File: config.mk
export PLATFORM = sky130hd
export DESIGN_NAME = master_port
export DESIGN_NICKNAME = d
export VERILOG_FILES = /design/src/rtl/master_port_pkg.sv /design/src/rtl/master_shift.sv /design/src/rtl/master_port.sv
export SDC_FILE = /design/constraint.sdc
export NUM_CORES = 1
export LEC_CHECK = 0
export ABC_CLOCK_PERIOD_IN_PS = 2100
export CAP_MARGIN = 20
export CELL_PAD_IN_SITES_DETAIL_PLACEMENT = 1
export CELL_PAD_IN_SITES_GLOBAL_PLACEMENT = 2
export CORE_UTILIZATION = 32
export DETAILED_ROUTE_END_ITERATION = 6
export GPL_TIMING_DRIVEN = 0
export PLACE_DENSITY_LB_ADDON = 0.1
export SKIP_LAST_GASP = 1
export SLEW_MARGIN = 20
export SYNTH_ARGS = -nofsm -noshare
export SYNTH_HDL_FRONTEND = slang
export SYNTH_SLANG_ARGS = --single-unit
File: constraint.sdc
create_clock -name clk -period 2.1 [get_ports clk]
set_clock_uncertainty 0.2 [all_clocks]
set_input_delay 0.21 -clock clk [delete_from_list [all_inputs] [get_ports clk]]
set_output_delay 0.21 -clock clk [all_outputs]
set_load 0.02 [all_outputs]
File: src/rtl/master_port_pkg.sv
// Shared definitions for the master_port serial bus master: state encodings and default widths.
package master_port_pkg;

   localparam int MP_ADDR_WIDTH = 12;
   localparam int MP_DATA_WIDTH = 8;

   localparam logic [2:0] ST_IDLE  = 3'd0;
   localparam logic [2:0] ST_ADDR  = 3'd1;
   localparam logic [2:0] ST_WDATA = 3'd2;
   localparam logic [2:0] ST_RWAIT = 3'd3;
   localparam logic [2:0] ST_RDATA = 3'd4;
   localparam logic [2:0] ST_DONE  = 3'd5;

   typedef enum logic [2:0] {
      S_IDLE  = ST_IDLE,
      S_ADDR  = ST_ADDR,
      S_WDATA = ST_WDATA,
      S_RWAIT = ST_RWAIT,
      S_RDATA = ST_RDATA,
      S_DONE  = ST_DONE
   } mp_state_e;

endpackage

File: src/rtl/master_shift.sv
// Parallel-load shift register, shifting towards bit 0 with serial input captured at the MSB.
module master_shift
   import master_port_pkg::*;
#(
   parameter int W = MP_DATA_WIDTH
) (
   input  logic         clk,
   input  logic         rst,
   input  logic         i_load,
   input  logic         i_shift,
   input  logic         i_sin,
   input  logic [W-1:0] i_pdata,
   output logic [W-1:0] o_q
);

   logic [W-1:0] r_q;
   logic [W-1:0] w_shifted;

   generate
      if (W == 1) begin : g_narrow
         assign w_shifted = i_sin;
      end else begin : g_wide
         assign w_shifted = {i_sin, r_q[W-1:1]};
      end
   endgenerate

   // load has priority over shift
   always_ff @(posedge clk or posedge rst) begin
      if (rst) begin
         r_q <= '0;
      end else if (i_load) begin
         r_q <= i_pdata;
      end else if (i_shift) begin
         r_q <= w_shifted;
      end else begin
         r_q <= r_q;
      end
   end

   assign o_q = r_q;

endmodule

File: src/rtl/master_port.sv
// Parallel-request to serial-bus master. Optional read-wait timeout enabled by MASTER_PORT_TIMEOUT_EN.
module master_port
   import master_port_pkg::*;
#(
   parameter int ADDR_WIDTH = MP_ADDR_WIDTH,
   parameter int DATA_WIDTH = MP_DATA_WIDTH,
   parameter int TIMEOUT    = 255
) (
   input  logic                  clk,
   input  logic                  rst,
   input  logic                  dvalid,
   output logic                  dready,
   input  logic                  dmode,
   input  logic [ADDR_WIDTH-1:0] daddr,
   input  logic [DATA_WIDTH-1:0] dwdata,
   output logic [DATA_WIDTH-1:0] drdata,
   output logic                  dack,
   output logic                  derr,
   output logic                  mwdata,
   output logic                  mmode,
   output logic                  mvalid,
   input  logic                  mrdata,
   input  logic                  svalid
);

   localparam int FRAME_W = ADDR_WIDTH + DATA_WIDTH;
   localparam int CNT_W   = $clog2(FRAME_W + 1);
   localparam logic [CNT_W-1:0] ADDR_LAST = CNT_W'(ADDR_WIDTH - 1);
   localparam logic [CNT_W-1:0] DATA_LAST = CNT_W'(DATA_WIDTH - 1);
   // the first read bit is taken in RWAIT, so RDATA counts one fewer
   localparam logic [CNT_W-1:0] RD_LAST   = CNT_W'((DATA_WIDTH > 1) ? (DATA_WIDTH - 2) : 0);

   mp_state_e r_state;
   mp_state_e w_state_next;
   logic [CNT_W-1:0] r_cnt;
   logic r_mmode;
   logic r_mvalid;
   logic r_dack;
   logic r_dready;
   logic w_accept;
   logic w_shift_tx;
   logic w_shift_rx;
   logic w_cnt_step;
   logic w_timeout;
   logic w_wait_expired;
   logic w_rx_clr;
   logic [FRAME_W-1:0]    w_tx_load;
   logic [FRAME_W-1:0]    w_tx_q;
   logic [DATA_WIDTH-1:0] w_rx_q;

   // next-state and per-cycle control decode
   always_comb begin
      w_state_next = r_state;
      w_accept     = 1'b0;
      w_shift_tx   = 1'b0;
      w_shift_rx   = 1'b0;
      w_cnt_step   = 1'b0;
      w_timeout    = 1'b0;
      case (r_state)
         S_IDLE: begin
            if (dvalid) begin
               w_accept     = 1'b1;
               w_state_next = S_ADDR;
            end else begin
               w_state_next = S_IDLE;
            end
         end
         S_ADDR: begin
            w_shift_tx = 1'b1;
            w_cnt_step = 1'b1;
            if (r_cnt == ADDR_LAST) begin
               w_state_next = r_mmode ? S_WDATA : S_RWAIT;
            end else begin
               w_state_next = S_ADDR;
            end
         end
         S_WDATA: begin
            w_shift_tx = 1'b1;
            w_cnt_step = 1'b1;
            if (r_cnt == DATA_LAST) begin
               w_state_next = S_DONE;
            end else begin
               w_state_next = S_WDATA;
            end
         end
         S_RWAIT: begin
            if (svalid) begin
               w_shift_rx   = 1'b1;
               w_state_next = (DATA_WIDTH == 1) ? S_DONE : S_RDATA;
            end else if (w_wait_expired) begin
               w_timeout    = 1'b1;
               w_state_next = S_DONE;
            end else begin
               w_state_next = S_RWAIT;
            end
         end
         S_RDATA: begin
            if (svalid) begin
               w_shift_rx = 1'b1;
               w_cnt_step = 1'b1;
               if (r_cnt == RD_LAST) begin
                  w_state_next = S_DONE;
               end else begin
                  w_state_next = S_RDATA;
               end
            end else if (w_wait_expired) begin
               w_timeout    = 1'b1;
               w_state_next = S_DONE;
            end else begin
               w_state_next = S_RDATA;
            end
         end
         S_DONE: begin
            w_state_next = S_IDLE;
         end
         default: begin
            w_state_next = S_IDLE;
         end
      endcase
   end

   // state register, bit counter and registered handshake/bus outputs
   always_ff @(posedge clk or posedge rst) begin
      if (rst) begin
         r_state  <= S_IDLE;
         r_cnt    <= '0;
         r_mmode  <= 1'b0;
         r_mvalid <= 1'b0;
         r_dack   <= 1'b0;
         r_dready <= 1'b1;
      end else begin
         r_state <= w_state_next;
         if (w_state_next != r_state) begin
            r_cnt <= '0;
         end else if (w_cnt_step) begin
            r_cnt <= r_cnt + CNT_W'(1);
         end else begin
            r_cnt <= r_cnt;
         end
         if (w_accept) begin
            r_mmode <= dmode;
         end else if (w_state_next == S_IDLE) begin
            r_mmode <= 1'b0;
         end else begin
            r_mmode <= r_mmode;
         end
         r_mvalid <= (w_state_next == S_ADDR) || (w_state_next == S_WDATA);
         r_dack   <= (w_state_next == S_DONE);
         r_dready <= (w_state_next == S_IDLE);
      end
   end

`ifdef MASTER_PORT_TIMEOUT_EN
   localparam int WAIT_W = $clog2(TIMEOUT + 1);
   localparam logic [WAIT_W-1:0] WAIT_LAST = WAIT_W'(TIMEOUT - 1);

   logic [WAIT_W-1:0] r_wait;
   logic r_derr;
   logic w_waiting;

   assign w_waiting = ((r_state == S_RWAIT) || (r_state == S_RDATA)) &&
                      ((w_state_next == S_RWAIT) || (w_state_next == S_RDATA)) && !svalid;
   // expiry fires on the cycle the counter would reach TIMEOUT
   assign w_wait_expired = (r_wait == WAIT_LAST);

   // read-wait counter, restarted by every valid slave bit
   always_ff @(posedge clk or posedge rst) begin
      if (rst) begin
         r_wait <= '0;
         r_derr <= 1'b0;
      end else begin
         if (w_waiting) begin
            r_wait <= r_wait + WAIT_W'(1);
         end else begin
            r_wait <= '0;
         end
         r_derr <= w_timeout;
      end
   end

   assign derr = r_derr;
`else
   // a non-negative TIMEOUT never expires when the wait counter is not built
   assign w_wait_expired = (TIMEOUT < 0);
   assign derr           = 1'b0;
`endif

   assign w_tx_load = {(dmode ? dwdata : {DATA_WIDTH{1'b0}}), daddr};
   assign w_rx_clr  = w_accept || w_timeout || (r_state == S_DONE);

   master_shift #(.W(FRAME_W)) u_tx (
      .clk     (clk),
      .rst     (rst),
      .i_load  (w_accept),
      .i_shift (w_shift_tx),
      .i_sin   (1'b0),
      .i_pdata (w_tx_load),
      .o_q     (w_tx_q)
   );

   master_shift #(.W(DATA_WIDTH)) u_rx (
      .clk     (clk),
      .rst     (rst),
      .i_load  (w_rx_clr),
      .i_shift (w_shift_rx),
      .i_sin   (mrdata),
      .i_pdata ({DATA_WIDTH{1'b0}}),
      .o_q     (w_rx_q)
   );

   assign dready = r_dready;
   assign dack   = r_dack;
   assign mvalid = r_mvalid;
   assign mmode  = r_mmode;
   assign mwdata = w_tx_q[0];
   assign drdata = w_rx_q;

endmodule

==> run metrics, run 1 <==
combinational share of power=49.7%; clock slew at reported path FFs=0.08 ns; slowest CP cell=dfrtp_1; P&R area growth vs syn=28.7%; post-synthesis area per instance=10.0 um^2; Register-to-Register Setup Slack=0.09 ns; initial antenna violation count=0; Crit Path Max Fanout=4; via count of the first global-routing pass=1735; post-route setup slack=0.0927 ns; family with the most delay on the worst path=compound AO/OA/AOI/OAI gates; Die ar.=6960 um^2; clock share of power=15.1%; sequential power share=35.2%; Critical Path RT=2.07 ns; Yosys warning count=0; FF-to-FF path depth=5; post-synthesis simple-gate area fraction=17.8%; WL/cell=14.5 um; PortBufs=38; first-pass GRT wire length=8400 um; Layout Cells excl Fill=338; maximum clock rate=498 MHz; final count of negative-setup-slack endpoints=0; nets@finish=288; Setup crit end kind=flop; Rel. slew slack=66.1%; hold_sp=mrdata; Hold Vio Cnt, Final=0; FF+latch count, synth=40; gp weighted congestion=0.710; leakage=0.00120 uW; CP peak stage delay=0.40 ns; vias post-DR=1683; critical-path cell list=ha_1 -> nand4bb_4 -> o311a_1 -> a211o_2 -> and2_1; post-synthesis mux area share=10.4%; Die Wd=83.4 um; PwrDens=1300 nW/um^2; DRC Markers=0; area occupied by multi-input gates=981 um^2; most frequent cells in the layout=39 x dfrtp_1, 38 x clkdlybuf4s50_1, 32 x nand2_1; switching pwr=1420 uW; clk sink count=40; total congestion overflow=0; Syn Nets=240; Setup TNS=0 ns; CTS tree=yes; Int Pwr=2110 uW; Cell variety after synth=44; largest net degree at the start of global routing=32; Antenna Nets Post-Route=0; commonest non-fill, non-tap cell in the layout=dfrtp_1; share of cells above drive strength 1=10.7%; largest family of logic cells by synthesized area=simple AND/OR/NAND/NOR gates; final core occ=42.7%; Synth Area in Compound Gates=16.3%; Max Cap Viol=0; Site Rows=29; Routed WL=4910 um; worst hold endpoint=u_rx.o_q[7]; # IOs=40; Tcrit/Tclk final=95.6%; gr usage total=15.0%; root buffer cell=clkbuf_8; core area=6390 um^2; Synth Area in XOR/XNOR=0.413%; Antenna Cells=0; hold depth=3; First-pass DRT Iterations=4; VDD IR max=0.000561 V; adder-cell share of the synthesized area=1.18%; cts repair resizes=0; buffer and inverter count on the worst path=0; H-Tree Depth=2; R2R Path Start=r_cnt[1]; synthesized instance count=212; Pins Over Slew Limit=0; Final Critical Period=2.01 ns; switching fraction of total power=40.3%; status=finished clean; CTS Buffer Depth=2; post-synthesis sequential area ratio=47.3%; clock latency on the worst-skew pair=0.29 ns; DP Worst Slack=-0.179 ns; RSZ-0062 raised after global routing=false; DRT iter0 DRCs=68; Worst EP arrival=1.98 ns; hpwl dp=3560 um; Critical R2R Capture=dack; Cell Area, Synth=2120 um^2; Worst Max-Slew Pin Slew=0.508 ns; total power=3530 uW; Placed Cells incl. Taps=328; WS Path Type=flop to flop; vias per cell=4.98; # fillers=728; register area=1000 um^2; Critical Path Source Type=flop; Hold WC Path Type=input pin to flop; clock buffer count from CTS=5; most used flip-flop cell after synthesis=dfrtp_1; initial cell density of the core=33.2%; number of synthesized flops with an enable pin=0; Die H=83.4 um; Async S/R FF share, synth=100%
==> stage by stage <==
step / hold WS (ns) / instance area (um^2)
2_1_floorplan: 0.134 / 2120
3_3_place_gp: 0.269 / 2600
3_5_place_dp: 0.275 / 2620
4_1_cts: 0.251 / 2720
5_1_grt: 0.277 / 2730
6_report: 0.264 / 2730
==> registers in the layout (all words and copies together), names as in the netlist <==
register,cells
u_rx.o_q,8
dready,1
dack,1
r_cnt,5
mmode,1
r_state,3
mvalid,1
u_tx.o_q,20
==> power by group through the flow <==
stage / logic, uW / clock network (uW) / registers (uW)
6_report: 1760 / 533 / 1250
5_1_grt: 1940 / 592 / 1280
3_3_place_gp: 1730 / 0 / 1260
3_5_place_dp: 1770 / 0 / 1260
4_1_cts: 1780 / 568 / 1250
2_1_floorplan: 1080 / 0 / 1350
==> what timing repair did <==
item,4_1_cts,5_1_grt
hold buffers,1,0
hold endpoints to repair,9,0
endpoints found under the setup margin,0,7
buffers inserted,0,1
==> cells in the mapped netlist, types with 2 or more instances <==
cell       count  share of area [%]
dfrtp_1       39                 46
a21oi_1       15                3.5
ha_1           2                1.2
or3_1          3               0.89
o21ai_1       19                4.5
nor2_1         5               0.89
a21o_1         2               0.71
nand4bb_1      2                1.1
mux2i_1       22                 10
nand2_1       32                5.7
nor2b_1        3               0.89
nand3_1        2               0.47
buf_6          4                2.1
nand2b_1       2               0.59
clkbuf_1       2               0.35
o21ai_0        5                1.2
or3b_1         2               0.83
o31ai_1        2               0.71
inv_1         13                2.3
buf_2          5                1.2
and3_1         8                2.4
==> per-layer routing <==
layer	up-vias	track usage (%)	part of all wire, %
li1	827	-	-
met5	-	0	0
met3	9	2.98	3.1
met1	817	21.0	50
met2	30	23.5	45
met4	0	4.47	1.4
==> logic make-up after synthesis <==
kind of cell    Yosys count
flops                    40
fa+ha+maj                 2
mux                      22
compound gates           54
other cells               1
buf+inv                  26
simple gates             66
xor+xnor                  1
==> worst register-to-register path, stage by stage (launching register included) <==
cell and delay, ns:
dfrtp_1 0.40, ha_1 0.29, nand4bb_4 0.15, o311a_1 0.33
a211o_2 0.35, and2_1 0.18
==> area by class of cell <==
cell class                 instances  share of cell area (%)
sequential                        40                    36.7
tap                               77                    3.53
clock inverter                     1                   0.275
clock buffer                       7                    3.16
timing repair buffer              41                    15.3
inverter                          14                    1.93
multi-input combinational        146                    35.9
buffer                            12                    3.12
==> how the worst max path moves through the flow <==
stage	cells past startpoint	to	startpoint	slack, ns
6_report	5	dack	r_cnt[1]	0.09
5_1_grt	5	dack	r_cnt[1]	0.01
2_1_floorplan	5	dack	r_cnt[1]	0.27
3_5_place_dp	5	u_tx.o_q[0]	dvalid	-0.18
3_3_place_gp	2	r_state[1]	rst	-0.21
4_1_cts	5	u_tx.o_q[0]	r_state[2]	0.009
Power figures use the tool's default switching activity.
==> run 2: changes to the inputs <==
CTS_CLUSTER_SIZE = 40   (was unset)
PLACE_DENSITY_LB_ADDON = 0.08   (was 0.1)
SLEW_MARGIN = unset   (was 20)
==> run 2 against run 1 <==
Net effect: critical path depth unchanged; register-to-register slack improved by 0.06 ns; utilization increased by 0.16 points; design area increased by 0.37%; final cell count increased by 0.30%; largest power group unchanged.
==> run metrics, run 2 (synthesis results as in run 1) <==
status=finished clean; CTS Buffer Depth=2; largest net degree at the start of global routing=39; maximum clock rate=514 MHz; # fillers=735; gp weighted congestion=0.734; Hold Vio Cnt, Final=0; Die H=83.4 um; initial cell density of the core=33.2%; Antenna Cells=0; DRT iter0 DRCs=76; share of cells above drive strength 1=11.5%; clock buffer count from CTS=5; PortBufs=38; core area=6390 um^2; final core occ=42.9%; Pins Over Slew Limit=0; total congestion overflow=0; Critical Path RT=2.10 ns; vias post-DR=1674; PwrDens=1300 nW/um^2; clock latency on the worst-skew pair=0.30 ns; most frequent cells in the layout=39 x dfrtp_1, 38 x clkdlybuf4s50_1, 32 x nand2_1; cts repair resizes=0; total power=3550 uW; Routed WL=4930 um; commonest non-fill, non-tap cell in the layout=dfrtp_1; CTS tree=yes; Die Wd=83.4 um; Setup crit end kind=flop; clk sink count=40; Hold WC Path Type=input pin to flop; P&R area growth vs syn=29.1%; Worst EP arrival=1.94 ns; leakage=0.00121 uW; Critical Path Source Type=flop; VDD IR max=0.000632 V; hpwl dp=3500 um; gr usage total=15.5%; Site Rows=29; WL/cell=14.5 um; H-Tree Depth=2; Max Cap Viol=0; Antenna Nets Post-Route=0; DRC Markers=0; vias per cell=4.94; nets@finish=289; root buffer cell=clkbuf_8; first-pass GRT wire length=8610 um; Crit Path Max Fanout=4; WS Path Type=flop to flop; First-pass DRT Iterations=4; Tcrit/Tclk final=92.7%; Final Critical Period=1.95 ns; clock slew at reported path FFs=0.09 ns; initial antenna violation count=0; final count of negative-setup-slack endpoints=0; via count of the first global-routing pass=1739; Die ar.=6960 um^2; # IOs=40; Largest register FFs=20; RSZ-0062 raised after global routing=false
==> run 2: layout make-up <==
| class | count | area [um^2] | share of cell area, % |
|---|---|---|---|
| repair buffers | 42 | 425 | 15.5 |
| clock inverters | 2 | 13.8 | 0.503 |
| clock buffers | 6 | 82.6 | 3.02 |
| well taps | 77 | 96.3 | 3.52 |
| flip-flops and latches | 40 | 1000 | 36.6 |
| inverters | 14 | 52.6 | 1.92 |
| multi-input cells | 146 | 981 | 35.8 |
| plain buffers | 12 | 85.1 | 3.11 |
==> run 2: power by group <==
| part | switching [uW] | internal (uW) | leakage (uW) |
|---|---|---|---|
| Sequential | 179 | 1070 | 0.000527 |
| Combinational | 965 | 783 | 0.000630 |
| Clock | 290 | 269 | 0.0000516 |
==> run 2: worst max-delay path: stages (launching register included) <==
cell       delay [ns]
dfrtp_1          0.40
ha_1             0.28
nand4bb_4        0.15
o311a_1          0.33
a211o_2          0.34
and2_1           0.16
==> run 2: stage by stage <==
step / hold slack [ns] / instances / worst slack [ns] / setup TNS (ns) / area, um^2
finish: 0.263 / 339 / 0.153 / 0 / 2740
global route: 0.293 / 339 / 0.0407 / 0 / 2740
CTS: 0.255 / 339 / 0.134 / 0 / 2740
detailed placement: 0.214 / 328 / -0.196 / -1.25 / 2620
global placement: 0.268 / 327 / -0.212 / -9.58 / 2600
floorplan: 0.134 / 212 / 0.268 / 0 / 2120
==> run 2: layer usage <==
metal  global-route usage, %  share of wire, %
met1                    22.3                51
met2                    23.7                44
met3                    3.38               3.3
met4                    4.16               1.2
met5                       0                 0
==> run 2: worst paths after layout <==
| path | startpoint | to | slack [ns] | depth (start not counted) |
|---|---|---|---|---|
| worst min register to register | u_tx.o_q[4] | u_tx.o_q[4] | 0.29 | 2 |
| max in group asynchronous | rst | dready | 0.78 | 4 |
| min in group asynchronous | rst | u_rx.o_q[5] | 0.47 | 3 |
| worst max-delay path | r_cnt[1] | dack | 0.15 | 5 |
| worst max register to register | r_cnt[1] | dack | 0.15 | 5 |
| worst min-delay path | mrdata | u_rx.o_q[7] | 0.26 | 3 |
==> run 2: timing repair <==
item                       CTS  global route
hold buffers                 1             0
hold endpoints to repair     2             0
setup endpoints to repair    7             0
buffers inserted             2             0
